[config.mk]
export PLATFORM = sky130hd
export DESIGN_NAME = mdu
export DESIGN_NICKNAME = d
export VERILOG_FILES = /design/src/rtl/mdu_pkg.sv /design/src/rtl/au.sv /design/src/rtl/mdu.sv
export SDC_FILE = /design/constraint.sdc
export NUM_CORES = 1
export LEC_CHECK = 0
export ABC_AREA = 1
export CORE_UTILIZATION = 48
export CTS_CLUSTER_SIZE = 16
export DETAILED_ROUTE_END_ITERATION = 6
export PLACE_DENSITY = 0.77
export SLEW_MARGIN = 20
export SYNTH_ARGS = -nofsm -noshare
export SYNTH_HDL_FRONTEND = slang
export SYNTH_HIERARCHICAL = 1
export SYNTH_SLANG_ARGS = --single-unit
export TNS_END_PERCENT = 10
[constraint.sdc]
create_clock -name clk -period 4.8 [get_ports clk]
set_input_delay 1.44 -clock clk [delete_from_list [all_inputs] [get_ports clk]]
set_output_delay 1.44 -clock clk [all_outputs]
set_load 0.02 [all_outputs]
[src/rtl/mdu_pkg.sv]
// Shared types and constants for the multiply/divide unit.
// The MDU_DIV_EN macro (see mdu.sv) decides whether the divide path is built.
package mdu_pkg;

  localparam int unsigned MDU_DEFAULT_N = 32;

  typedef enum logic [1:0] {
    IDLE,
    CALC,
    FIX
  } mdu_state_t;

endpackage

[src/rtl/au.sv]
// Add/subtract unit used for one multiply or divide iteration.
module au #(
  parameter int unsigned W = 33
) (
  input  logic [W-1:0] x,
  input  logic [W-1:0] y,
  input  logic         sub,
  output logic [W-1:0] s
);

  assign s = sub ? (x - y) : (x + y);

endmodule

[src/rtl/mdu.sv]
// Iterative multiply/divide unit with HI/LO result registers and N-cycle radix-2 datapath.
// Define MDU_DIV_EN to build the restoring divider; without it divide requests are ignored.
module mdu
  import mdu_pkg::*;
#(
  parameter int unsigned N = MDU_DEFAULT_N
) (
  input  logic         clk,
  input  logic         rst_n,
  input  logic         start,
  input  logic         div,
  input  logic         u,
  input  logic [N-1:0] a,
  input  logic [N-1:0] b,
  input  logic         hi_we,
  input  logic         lo_we,
  input  logic [N-1:0] wdata,
  output logic [N-1:0] hi,
  output logic [N-1:0] lo,
  output logic         busy,
  output logic         done,
  output logic         dz
);

  localparam int unsigned CW = $clog2(N);

`ifdef MDU_DIV_EN
  localparam bit DivEn = 1'b1;
`else
  localparam bit DivEn = 1'b0;
`endif

  mdu_state_t    state_q, state_d;
  logic [CW-1:0] cnt_q;
  logic [N-1:0]  acc_q, q_q, mb_q, hi_q, lo_q;
  logic          op_div_q, neg_q, neg_r_q, dz_op_q, done_q, dz_q;

  logic          accept, sa, sb;
  logic [N-1:0]  ma, mb;
  logic [N:0]    au_x, au_y, au_s;
  logic [2*N-1:0] prod, prod_fix;

  assign accept = (state_q == IDLE) && start && (!div || DivEn);
  assign sa     = !u && a[N-1];
  assign sb     = !u && b[N-1];
  assign ma     = sa ? -a : a;
  assign mb     = sb ? -b : b;

  // Divide feeds the partial remainder shifted left by one dividend bit.
  assign au_x = op_div_q ? {acc_q, q_q[N-1]} : {1'b0, acc_q};
  assign au_y = {1'b0, mb_q};

  au #(
    .W (N + 1)
  ) u_au (
    .x   (au_x),
    .y   (au_y),
    .sub (op_div_q),
    .s   (au_s)
  );

  assign prod     = {acc_q, q_q};
  assign prod_fix = neg_q ? -prod : prod;

  always_ff @(posedge clk or negedge rst_n) begin
    if (!rst_n) begin
      state_q <= IDLE;
    end else begin
      state_q <= state_d;
    end
  end

  always_comb begin
    state_d = state_q;
    unique case (state_q)
      IDLE:    if (accept) state_d = CALC;
      CALC:    if (cnt_q == CW'(N - 1)) state_d = FIX;
      FIX:     state_d = IDLE;
      default: state_d = IDLE;
    endcase
  end

  always_comb begin
    busy = (state_q != IDLE);
  end

  always_ff @(posedge clk or negedge rst_n) begin
    if (!rst_n) begin
      cnt_q    <= '0;
      acc_q    <= '0;
      q_q      <= '0;
      mb_q     <= '0;
      hi_q     <= '0;
      lo_q     <= '0;
      op_div_q <= 1'b0;
      neg_q    <= 1'b0;
      neg_r_q  <= 1'b0;
      dz_op_q  <= 1'b0;
      done_q   <= 1'b0;
      dz_q     <= 1'b0;
    end else begin
      done_q <= (state_q == FIX);
      unique case (state_q)
        IDLE: begin
          if (hi_we) hi_q <= wdata;
          if (lo_we) lo_q <= wdata;
          if (accept) begin
            op_div_q <= div && DivEn;
            cnt_q    <= '0;
            acc_q    <= '0;
            q_q      <= ma;
            mb_q     <= mb;
            neg_q    <= sa ^ sb;
            neg_r_q  <= sa;
            dz_op_q  <= div && DivEn && (b == '0);
          end
        end
        CALC: begin
          cnt_q <= cnt_q + 1'b1;
          if (op_div_q) begin
            // A clear borrow bit means the trial subtraction fits.
            if (!au_s[N]) begin
              acc_q <= au_s[N-1:0];
              q_q   <= {q_q[N-2:0], 1'b1};
            end else begin
              acc_q <= {acc_q[N-2:0], q_q[N-1]};
              q_q   <= {q_q[N-2:0], 1'b0};
            end
          end else if (q_q[0]) begin
            acc_q <= au_s[N:1];
            q_q   <= {au_s[0], q_q[N-1:1]};
          end else begin
            acc_q <= {1'b0, acc_q[N-1:1]};
            q_q   <= {acc_q[0], q_q[N-1:1]};
          end
        end
        FIX: begin
          if (op_div_q) begin
            lo_q <= dz_op_q ? '1 : (neg_q ? -q_q : q_q);
            hi_q <= neg_r_q ? -acc_q : acc_q;
            dz_q <= dz_op_q;
          end else begin
            {hi_q, lo_q} <= prod_fix;
            dz_q         <= 1'b0;
          end
        end
        default: ;
      endcase
    end
  end

  assign hi   = hi_q;
  assign lo   = lo_q;
  assign done = done_q;
  assign dz   = dz_q && DivEn;

endmodule

==> impl_summary.txt, run 1 <==
----------------------------------------------------
[Status]
  Status ... finished with violations
  Violated checks ... DRC

[Yosys]
  Area share of the largest cell type after synthesis ... ~29%
  XOR/XNOR Fraction of Synth Area ... under 10%
  Prevailing post-synth register cell ... sky130_fd_sc_hd__dfrtp_1
  Post-Synthesis Cell Area ... 14500 um2
  Synth top area cells ... sky130_fd_sc_hd__dfrtp_1, sky130_fd_sc_hd__nand2_1, sky130_fd_sc_hd__nor2_1
  Most common library cells after synthesis ... sky130_fd_sc_hd__nand2_1, sky130_fd_sc_hd__nor2_1, sky130_fd_sc_hd__inv_1
  Warnings from Yosys ... 6
  Syn avg cell area ... 6.20 um2
  Dominant cell type by area after synthesis ... sky130_fd_sc_hd__dfrtp_1
  Mux cell area share after synthesis ... 0%
  Dominant cell by count in the synthesized netlist ... sky130_fd_sc_hd__nand2_1
  Area fraction in compound gates after synthesis ... 15.1%
  Sequential cell area fraction in the yosys report ... 29.1%
  Number of flops mapped to enable cells by yosys ... 0
  Simple-gate portion of the synthesized area ... 38.2%
  Post-Syn Instances ... between 2000 and 2500
  Number of register bits inferred by synthesis ... 169
  Post-synthesis cell type count ... 50
  Adder and majority gate portion of the synthesized area ... 3.41%
  Async set-reset flop share out of synthesis ... 100%
  Largest family of logic cells by synthesized area ... simple AND/OR/NAND/NOR gates

[Die]
  Area of the placeable core ... 29700 um2
  Count of boundary I/O pins ... 170
  Initial standard-cell utilization of the core ... 48.9%
  Die W ... about 180 um
  Vert. Die Dim ... 176 um
  Core Rows ... 63
  Full die area ... a little over 30000 um2

[Clock network]
  Number of hold-repair buffers added at the cts stage ... 0
  Clock tree from TritonCTS ... yes
  Reg clk slew, reported paths ... approximately 0.070 ns
  Total number of H-tree levels ... 4
  Cts bufs inserted ... 17
  Number of gates resized after cts ... 0
  Buffers from clock root to sink, at most ... 2
  Clock tree sinks ... 169
  Later-pin clock latency in the skew report ... approximately 0.43 ns
  Number of buffers inserted to repair setup after CTS ... 0
  Clock root cell ... sky130_fd_sc_hd__clkbuf_16

[Routing]
  Drt via density ... 5.55
  Number of violations reported at the end of detailed-routing iteration 0 ... between 1500 and 2000
  Number of optimization iterations in the first detailed-route pass ... 7
  Via count of the routed design ... 16000
  Routed len/inst ... around 18 um
  Count of antenna-violating nets left after detailed routing ... 0
  Drt drc ... 3
  Total wirelength of the detailed-routed design ... between 50000 and 60000 um

[Timing]
  Sum of negative setup slack ... 0 ns
  Normalized max-slew margin ... roughly 28%
  Number of pins exceeding their max-slew limit in the final report ... 0
  Final critical-path required period ... 3.46 ns
  Slew at the pin closest to its max-slew limit ... 1.09 ns
  Final setup violation count ... 0
  Worst setup skew after layout ... between 0.007 and 0.008 ns
  Share of the clock period used by the worst path ... between 70 and 80%
  Setup repair after global routing missed its margin ... false
  Final hold viol count ... 0
  Peak Freq ... 289 MHz

[GRT]
  Largest net degree at the start of global routing ... 87
  Via count of the first global-routing pass ... 14300
  Wire length of the first global-routing pass ... 78200 um
  Initial antenna violation count ... 0
  Total Routing Usage GR ... 32.6%
  Remaining Overflow, GRT ... 0

[Cells and area]
  Multi-input gate area in the final layout ... 8920 um2
  # diodes ... 0
  Number of nets at the end of the flow ... 2621
  Share of cells above drive strength 1 ... 5.54%
  Sequential cell area ... 4230 um2
  Post-synthesis to final-layout area growth ... 17.8%
  Number of fill cells in the layout ... a little under 3000
  Final core utilization ... a little under three fifths

[Worst setup path]
  Worst Reg2Reg Path Length in Cells ... 20
  Crit path arrival time ... 3.75 ns
  CP Capture Type ... flip-flop
  Worst setup path startpoint ... mb_q[0]$_DFFE_PN0P_
  Maximum net fanout on the critical path ... 4
  Critical path type ... reg -> reg
  Worst path required time ... 5.09 ns
  Critical register-to-register path startpoint ... mb_q[0]$_DFFE_PN0P_
  RR Endpoint ... acc_q[29]$_DFFE_PN0P_
  Reg-to-reg setup timing slack ... 1.34 ns
  CP startpoint kind ... flip-flop
  Endpoint of the most critical setup path ... acc_q[29]$_DFFE_PN0P_

[Power and ir drop]
  Maximum VDD drop ... 378 uV
  Leakage power total ... 7.96 nW
  Cell area power density ... ~710 nW/um2

[Flow run]
  Maximum capacitance violations ... 0

[Place]
  Routability congestion estimate ... 1.03
  Total half-perimeter wirelength after legalization and detailed placement ... 40100 um
  Total of buffers placed on input and output ports ... 168

[Min path]
  Hold/Removal Path Class ... reg -> reg
  Hold path startpoint ... cnt_q[3]$_DFFE_PN0P_

----------------------------------------------------
==> critical path, cell delays in order, from the launching register on <==
cell	delay [ns]
sky130_fd_sc_hd__dfrtp_1	0.42
sky130_fd_sc_hd__inv_1	0.11
sky130_fd_sc_hd__ha_1	0.18
sky130_fd_sc_hd__nand2_1	0.10
sky130_fd_sc_hd__inv_1	0.06
sky130_fd_sc_hd__nand2_1	0.06
sky130_fd_sc_hd__o21ai_0	0.21
sky130_fd_sc_hd__xor2_1	0.40
sky130_fd_sc_hd__ha_1	0.38
sky130_fd_sc_hd__nand2_2	0.14
sky130_fd_sc_hd__inv_1	0.05
sky130_fd_sc_hd__a21oi_1	0.22
sky130_fd_sc_hd__inv_1	0.07
sky130_fd_sc_hd__a21oi_1	0.12
sky130_fd_sc_hd__nand2_1	0.16
sky130_fd_sc_hd__nand2_1	0.16
sky130_fd_sc_hd__nand2_1	0.07
sky130_fd_sc_hd__nand2_1	0.06
sky130_fd_sc_hd__nand2_1	0.10
sky130_fd_sc_hd__a21oi_1	0.16
sky130_fd_sc_hd__o22ai_1	0.09
==> worst min-delay path by stage <==
stage | endpoint | cells past startpoint
floorplan | cnt_q[3]$_DFFE_PN0P_ | 1
global placement | cnt_q[3]$_DFFE_PN0P_ | 1
detailed placement | cnt_q[3]$_DFFE_PN0P_ | 1
CTS | cnt_q[3]$_DFFE_PN0P_ | 1
global route | cnt_q[3]$_DFFE_PN0P_ | 1
finish | cnt_q[3]$_DFFE_PN0P_ | 1
==> area by class of cell <==
class | instances | area share, %
timing repair buffer | 185 | 10.7
tap | 390 | 2.85
clock inverter | 12 | 0.834
clock buffer | 20 | 2.55
sequential | 169 | 24.7
inverter | 285 | 6.25
multi-input combinational | 1821 | 52.1
==> state kept, by name, summed over array words and instances, names as in the netlist <==
signal and cells:
neg_q 1, state_q 2, hi 32, lo 32, done 1, cnt_q 5, q_q 32, acc_q 32
mb_q 32
==> metrics by stage <==
step	cell area (um2)	total power, W	cells	hold WS, ns	worst slack, ns
5_1_grt	17100	0.0131	2882	0.486	1.13
3_5_place_dp	16500	0.0106	2850	0.461	1.17
2_1_floorplan	14600	0.00809	2348	0.440	2.08
3_3_place_gp	16500	0.0104	2850	0.457	1.21
6_report	17100	0.0121	2882	0.469	1.34
4_1_cts	17100	0.0120	2882	0.469	1.42
==> cells in the final DEF (no fill, tap or decap), drive strengths merged, types with 38 or more instances in the layout <==
cell	count
nor2	418
nand2	630
a21oi	194
o22ai	43
nand3	208
clkdlybuf4s50	167
ha	38
o21ai	112
inv	288
dfrtp	169
xor2	61
==> cells by family after synthesis <==
| family | Yosys count |
|---|---|
| xor+xnor | 72 |
| buf+inv | 358 |
| simple gates | 1314 |
| flops | 169 |
| other cells | 1 |
| fa+ha+maj | 39 |
| compound gates | 388 |
==> metal layers <==
metal | vias to the layer above | global-route usage, % | part of all wire, %
li1 | 7822 | - | -
met3 | 79 | 5.53 | 8.2
met4 | 0 | 11.0 | 3.1
met2 | 691 | 49.8 | 44
met1 | 7396 | 46.4 | 44
met5 | - | 0 | 0
==> power by group <==
part	switching, W	internal (W)	total [W]	leakage (nW)
registers	0.000806	0.00212	0.00293	2.00
logic	0.00511	0.00272	0.00783	5.70
clock network	0.000612	0.000775	0.00139	0.262
total	0.00652	0.00562	0.0121	7.96
No activity file was read; power rests on OpenSTA's default activity.
==> run 2, diff against run 1 <==
Clock period 4.8 ns to 3.55 ns, I/O delays scaled along.
==> run 2 against run 1 <==
The flow now finishes without violations. Setup slack worse by 1.0 ns. Count of clock-buffer cells in the layout stayed put. Hold slack improved by 0.016 ns. Routed wire length is 2.5% higher. Cell area up 0.15%. Flip-flop and latch count is the same. Utilization increased by 0.084 points. Final cell count grew 0.14%. Largest power group unchanged. Maximum frequency is 7.3% higher. Clock skew is 0.0065 ns higher.
==> impl_summary.txt, run 2 (same netlist as run 1, synthesis figures left out) <==
----------------------------------------------------
[Worst setup path]
  Worst path bufs/invs ... 3
  Number of cells on the critical path ... 18
  CP startpoint kind ... flip-flop
  Worst path required time ... 3.85 ns
  CP Capture Type ... flip-flop
  Crit path arrival time ... 3.53 ns
  Chain of cells forming the critical path ... nor2_2 -> nand3_1 -> o31ai_1 -> xnor2_1 -> inv_1 -> ha_1 -> nand2_2 -> inv_1 -> a21oi_1 -> inv_1 -> a21oi_1 -> nand2_2 -> nand2_1 -> nand2_1 -> nand2_1 -> nand2_1 -> a21oi_1 -> o22ai_1
  CP dominant cell by count ... sky130_fd_sc_hd__nand2_1
  Critical path type ... reg -> reg
  Worst Reg2Reg Path Length in Cells ... 18
  Maximum net fanout on the critical path ... 4
  Crit path max-delay family ... compound AO/OA/AOI/OAI gates
  Slowest CP cell ... sky130_fd_sc_hd__dfrtp_1
  Critical path's largest stage delay ... 0.43 ns

[GRT]
  Initial antenna violation count ... 1
  Wire length of the first global-routing pass ... ~80000 um
  Largest net degree at the start of global routing ... 85
  Via count of the first global-routing pass ... between 10000 and 15000
  Total Routing Usage GR ... 33.5%
  Remaining Overflow, GRT ... 0

[Clock network]
  Buffers from clock root to sink, at most ... 2
  Clock root cell ... sky130_fd_sc_hd__clkbuf_16
  Reg clk slew, reported paths ... 0.07 ns
  Number of buffers inserted to repair setup after CTS ... 0
  Cts bufs inserted ... 17
  Total number of H-tree levels ... 4
  Clock tree sinks ... 169
  Number of hold-repair buffers added at the cts stage ... 0
  Clock tree from TritonCTS ... yes
  Later-pin clock latency in the skew report ... 0.44 ns
  Number of gates resized after cts ... 0

[Power and ir drop]
  Maximum VDD drop ... 421 uV
  Cell area power density ... between 900 and 1000 nW/um2
  Leakage power total ... 7.99 nW
  Total power after layout ... 0.0164 W

[Routing]
  Number of optimization iterations in the first detailed-route pass ... 6
  Routed len/inst ... 18.0 um
  Drt via density ... 5.57
  Count of antenna-violating nets left after detailed routing ... 0
  Total wirelength of the detailed-routed design ... 51800 um
  Via count of the routed design ... approximately 16000
  Number of violations reported at the end of detailed-routing iteration 0 ... 1715
  Drt drc ... 0

[Status]
  Status ... completed

[Cells and area]
  Commonest non-fill, non-tap cell in the layout ... sky130_fd_sc_hd__nand2_1
  Number of fill cells in the layout ... approximately 3000
  Post-synthesis to final-layout area growth ... 18.0%
  Share of cells above drive strength 1 ... about 5.7%
  Number of nets at the end of the flow ... 2624
  Final core utilization ... 57.7%
  Highest-count cells in the layout ignoring fill and taps ... sky130_fd_sc_hd__nand2_1, sky130_fd_sc_hd__nor2_1, sky130_fd_sc_hd__inv_1, sky130_fd_sc_hd__nand3_1, sky130_fd_sc_hd__a21oi_1

[Timing]
  Peak Freq ... about 310 MHz
  Share of the clock period used by the worst path ... 90.8%
  Worst setup skew after layout ... 0.0144 ns
  Number of pins exceeding their max-slew limit in the final report ... 0
  Final hold viol count ... 0
  Final worst hold slack ... 0.485 ns
  Setup repair after global routing missed its margin ... false
  Worst Setup Slack, final ... 0.325 ns
  Final critical-path required period ... roughly 3.2 ns
  Final setup violation count ... 0
  Normalized max-slew margin ... a little over a third
  Slew at the pin closest to its max-slew limit ... around 0.95 ns
  Sum of negative setup slack ... 0 ns

[Place]
  Total of buffers placed on input and output ports ... 168
  Setup WS pre-CTS ... 0.443 ns
  Routability congestion estimate ... 1.03
  Total half-perimeter wirelength after legalization and detailed placement ... 41200 um

[Die]
  Die W ... approximately 180 um
  Full die area ... 31000 um2
  Vert. Die Dim ... ~180 um
  Initial standard-cell utilization of the core ... approximately half
  Core Rows ... 63
  Area of the placeable core ... 29700 um2
  Count of boundary I/O pins ... 170

[Flow run]
  Maximum capacitance violations ... 0

[Min path]
  Hold/Removal Path Class ... in -> async

----------------------------------------------------
[run 2: cell types whose count changed in the layout (fill, tap and decap cells not counted), sizes merged]
cell	delta
buf	+3
clkinv	+2
diode	+1
clkinvlp	-2
[run 2: layer usage]
layer,vias to the layer above,GRT usage (%),wire length (um)
met5,-,0,0
met4,0,9.60,1390
met3,85,5.58,4180
met2,755,52.1,23200
met1,7422,47.7,23000
li1,7824,-,-
[run 2: per-stage QoR]
step,instance area (um2),instances
6_report,17100,2886
5_1_grt,17100,2885
4_1_cts,17100,2885
3_5_place_dp,16600,2853
3_3_place_gp,16600,2853
2_1_floorplan,14600,2348
[run 2: layout make-up]
type | instances | area [um2] | share of cell area, %
multi-input combinational | 1821 | 8920 | 52.0
inverter | 285 | 1070 | 6.25
antenna | 1 | 2.50 | 0.0146
sequential | 169 | 4230 | 24.7
clock buffer | 20 | 437 | 2.55
tap | 390 | 488 | 2.85
timing repair buffer | 188 | 1850 | 10.8
clock inverter | 12 | 141 | 0.825
[run 2: final timing paths]
path / from / end / slack [ns]
max in group asynchronous: rst_n / acc_q[5]$_DFFE_PN0P_ / 2.27
max reg2reg: mb_q[6]$_DFFE_PN0P_ / acc_q[28]$_DFFE_PN0P_ / 0.33
min: rst_n / hi[15]$_DFFE_PN0P_ / 0.49
min reg2reg: cnt_q[3]$_DFFE_PN0P_ / cnt_q[3]$_DFFE_PN0P_ / 0.50
min in group clk: cnt_q[3]$_DFFE_PN0P_ / cnt_q[3]$_DFFE_PN0P_ / 0.50
max: mb_q[6]$_DFFE_PN0P_ / acc_q[28]$_DFFE_PN0P_ / 0.33
[run 2: where the power goes]
part | total (W) | switching (W) | internal, W
Sequential | 0.00405 | 0.00118 | 0.00287
Clock | 0.00189 | 0.000843 | 0.00105
Combinational | 0.0105 | 0.00680 | 0.00369
==> RTL edit 1: new RTL, flow settings as in run 1 <==
Put one more register stage on the output `lo`, with the module's reset. The value now appears one clock later. The other outputs are not delayed to match.
--- a/src/rtl/mdu.sv
+++ b/src/rtl/mdu.sv
@@ -150,7 +150,13 @@
   end
 
   assign hi   = hi_q;
-  assign lo   = lo_q;
+  always_ff @(posedge clk or negedge rst_n) begin
+    if (!rst_n) begin
+      lo <= '0;
+    end else begin
+      lo <= lo_q;
+    end
+  end
   assign done = done_q;
   assign dz   = dz_q && DivEn;
 
Behaviour: not the same (Yosys sat finds a counterexample within 4 cycles, from zero or initial values and one cycle with rst_n low).
==> RTL edit 1 against run 1 <==
The run still ends with DRC left. Sequential power increased by 16%. Final cell count up 1.1%. Synthesized area grew 4.5%. Synthesized cell count increased by 0.98%. Count of clock-buffer cells in the layout increased by 11. Register-to-register slack better by 0.20 ns. Global-route usage is essentially flat. Cell area up 4.9%. Non-clock buffer count shrank 1. Sequential cell count rose by 32. Setup slack improved by 0.16 ns. First-iteration DRC count is 3.5% higher. Power is 6.1% higher. Highest routed layer unchanged. Routed wire length grew 3.8%.
==> RTL edit 1: results (changes against run 1) <==
| Metric | Value |
|---|---|
| Status | `finished, violations left` |
| Violated checks | `DRC` |
| Part of the cycle the worst path needs | `0.6877 (-0.03291)` |
| GRT Total Usage | `0.3260 (about the same)` |
| Critical hold path startpoint | `lo_q[5]` |
| Post-Route WL | `52480 µm (+3.8%)` |
| Nets | `2648 (+1.0%)` |
| Netlist cell types | `47 (-6.0%)` |
| LEAKAGE | `8.378 nW (+5.2%)` |
| Longest Clk Path Bufs | `3 (+1)` |
| Via Count | `16120 (+0.80%)` |
| Reg-to-reg slack, setup | `1.54 ns (+0.20 ns)` |
| Slew HR | `0.3254 (+0.04985)` |
| Global-route wire length before repair | `83320 µm (+6.6%)` |
| Most instantiated cells after synthesis | `605 x nand2_1, 391 x nor2_1, 281 x inv_1` |
| Share of layout cells above drive strength 1 | `0.04923 (-0.006151)` |
| Total CTS buffers | `23 (+6)` |
| Synth warnings | `6 (unchanged)` |
| Hold crit path type | `flop to flop` |
| Number of global-route vias before repair | `15060 (+5.6%)` |
| Largest net degree at the start of global routing | `91 (+4.6%)` |
| WHS | `0.3763 ns (-0.09285 ns)` |
| Crit path max fanout | `5 (+1)` |
| Clock Skews | `0.02104 ns (+0.01312 ns)` |
| Fin cells | `2915 (+1.1%)` |
| Largest stage delay, worst path | `0.62 ns (+0.20 ns)` |
| Placement Cell Area | `17190 µm² (+4.0%)` |
| TNS Setup | `0 ns (unchanged)` |
| HPWL Detailed | `41890 µm (+4.4%)` |
| Syn avg cell area | `6.418 µm² (+3.4%)` |
| FF-to-FF Start | `mb_q[1]` |
| Async SR Flop Fraction | `1.000 (unchanged)` |
| Worst-Skew Late Latency | `0.53 ns (+0.10 ns)` |
| Post-synthesis sequential area ratio | `0.3315 (+0.04037)` |
| CP startpoint | `state_q[1]` |
| DRC viols | `12 (+9)` |
| Area contributors post-synth | `dfrtp_1 33%, nand2_1 15%, nor2_1 9.7%` |
| Fill cells | `3022 (+2.8%)` |
| Net Sw Frac | `0.5152 (-0.02215)` |
| GP Congestion | `0.9678 (-6.2%)` |
| CP delay by family, top | `buffers and inverters` |
| H-tree depth | `1 (-3)` |
[RTL edit 1: final timing paths]
path                                   to  cells past startpoint
worst max-delay path                 busy                      3
worst min-delay path                lo[5]                      0
worst max register to register  acc_q[29]                     20
worst min register to register      lo[5]                      0
max in group asynchronous          q_q[0]                      2
min in group asynchronous          hi[19]                      1
[RTL edit 1: layer usage]
metal | wire length [µm] | track usage | up-vias | part of all wire
met3 | 3563 | 0.03606 | 69 | 0.068
met4 | 1170 | 0.07448 | 0 | 0.022
met5 | 0 | 0 | - | 0
met1 | 24130 | 0.4738 | 7528 | 0.46
met2 | 23620 | 0.5194 | 626 | 0.45
li1 | - | - | 7893 | -
[RTL edit 1: cell type report]
class | instances | area share
inverters | 292 | 0.06107
clock buffers | 31 | 0.03598
flip-flops and latches | 201 | 0.2803
well taps | 396 | 0.02761
clock inverters | 7 | 0.005996
repair buffers | 184 | 0.1013
multi-input cells | 1804 | 0.4877
[RTL edit 1: logic make-up after synthesis]
logic type / after synthesis / share of synthesized area
other: 1 / 0.0002472
flip-flops: 201 / 0.3315
AO/OA/AOI/OAI: 396 / 0.1448
buffers and inverters: 366 / 0.09434
AND/OR/NAND/NOR: 1290 / 0.3554
adder cells (fa/ha/maj): 39 / 0.03266
XOR/XNOR: 71 / 0.04099
[RTL edit 1: power groups by stage]
stage                     Clock [mW]  Combinational (mW)  Sequential (mW)
after global placement             0                7.48             3.37
after detailed placement           0                7.59             3.39
final                           1.77                7.72             3.39
after global routing            1.85                8.55             3.49
after CTS                       1.79                7.63             3.37
after floorplan                    0                5.02             3.36
==> RTL edit 2: new RTL, flow settings as in run 1 <==
Made on the original files. Set the package constant `MDU_DEFAULT_N` to 16 (it was 32).
--- a/src/rtl/mdu_pkg.sv
+++ b/src/rtl/mdu_pkg.sv
@@ -2,7 +2,7 @@
 // The MDU_DIV_EN macro (see mdu.sv) decides whether the divide path is built.
 package mdu_pkg;
 
-  localparam int unsigned MDU_DEFAULT_N = 32;
+  localparam int unsigned MDU_DEFAULT_N = 16;
 
   typedef enum logic [1:0] {
     IDLE,
Interface: changed (5 resized); port bits go from 170 to 90. No check against the original RTL was run, so the function may have changed too.
==> RTL edit 2 against run 1 <==
Power fell by 51%. Sequential cell count down 81. Register-to-register slack gained 0.63 ns. Routed wire length shrank 62%. Cell area down 51%. First-iteration DRC count decreased by 54%. Setup slack improved by 0.014 ns. Synthesized cell count down 55%. Clock power decreased by 48%. Synthesized area shrank 52%. Critical path type is now input pin to flop. Critical endpoint is now q_q[14]. Highest routed layer unchanged.
==> RTL edit 2: results (changes against run 1) <==
| Metric | Value |
|---|---|
| Crit path max fanout | `33 (+29)` |
| VDD IR max | `309.9 µV (-18%)` |
| Capture point of the worst reg-to-reg path | `acc_q[14]` |
| CP delay by family, top | `buffers and inverters` |
| Total CTS buffers | `9 (-8)` |
| Pre-CTS WS | `1.030 ns (-0.1403 ns)` |
| Clk pwr share | `0.121 (+0.007)` |
| Vias per cell | `5.416 (-2.4%)` |
| GRT Total Usage | `0.2667 (-0.05919)` |
| Nets | `1213 (-54%)` |
| WHS | `0.4995 ns (+0.03034 ns)` |
| Crit path required time | `5.02 ns (-0.07 ns)` |
| Share of layout cells above drive strength 1 | `0.07362 (+0.01824)` |
| Synth Area in Compound Gates | `0.1694 (+0.01876)` |
| Placement Cell Area | `8001 µm² (-52%)` |
| Net Sw Frac | `0.5096 (-0.02776)` |
| Clock Skews | `0.008365 ns (+0.0004492 ns)` |
| Global-route wire length before repair | `31520 µm (-60%)` |
| Number of global-route vias before repair | `6414 (-55%)` |
| Setup crit end | `q_q[14]` |
| WL/cell | `14.55 µm (-17%)` |
| Status | `completed` |
| Area contributors post-synth | `dfrtp_1 31%, nand2_1 14%, nor2_1 8.3%` |
| Largest net degree at the start of global routing | `78 (-10%)` |
| Dpl cells | `1305 (-54%)` |
| LEAKAGE | `3.847 nW (-52%)` |
| Drt first pass iters | `6 (-1)` |
| Synth Area in XOR/XNOR | `0.03858 (-0.004837)` |
| IO buf count | `88 (-48%)` |
| Worst-Skew Late Latency | `0.35 ns (-0.08 ns)` |
| Netlist cell types | `48 (-4.0%)` |
| Measured slew at the worst slew-check pin | `0.9745 ns (-0.1122 ns)` |
| H-tree depth | `3 (-1)` |
==> RTL edit 2: cell count changes in the layout (fill, tap and decap cells not counted), sizes merged, moves of 59 or more <==
cell           delta
clkdlybuf4s50    -80
a21oi            -94
nor2            -251
o21ai            -59
nand2           -363
nand3           -104
inv             -163
dfrtp            -81
==> RTL edit 2: per-layer routing <==
| metal | global-route usage | share of wire | up-vias |
|---|---|---|---|
| met2 | 0.4161 | 0.45 | 248 |
| met3 | 0.04428 | 0.067 | 19 |
| met5 | 0 | 0 | - |
| li1 | - | - | 3621 |
| met4 | 0.06702 | 0.013 | 0 |
| met1 | 0.3830 | 0.47 | 3266 |
==> RTL edit 2: layout make-up <==
type                    count  area (µm²)  share of cell area
clock inverters             4       52.55            0.006330
flip-flops and latches     88        2203              0.2654
well taps                 180       225.2             0.02713
repair buffers             92       908.4              0.1094
inverters                 125       471.7             0.05682
multi-input cells         820        4194              0.5052
clock buffers              12       246.5             0.02969
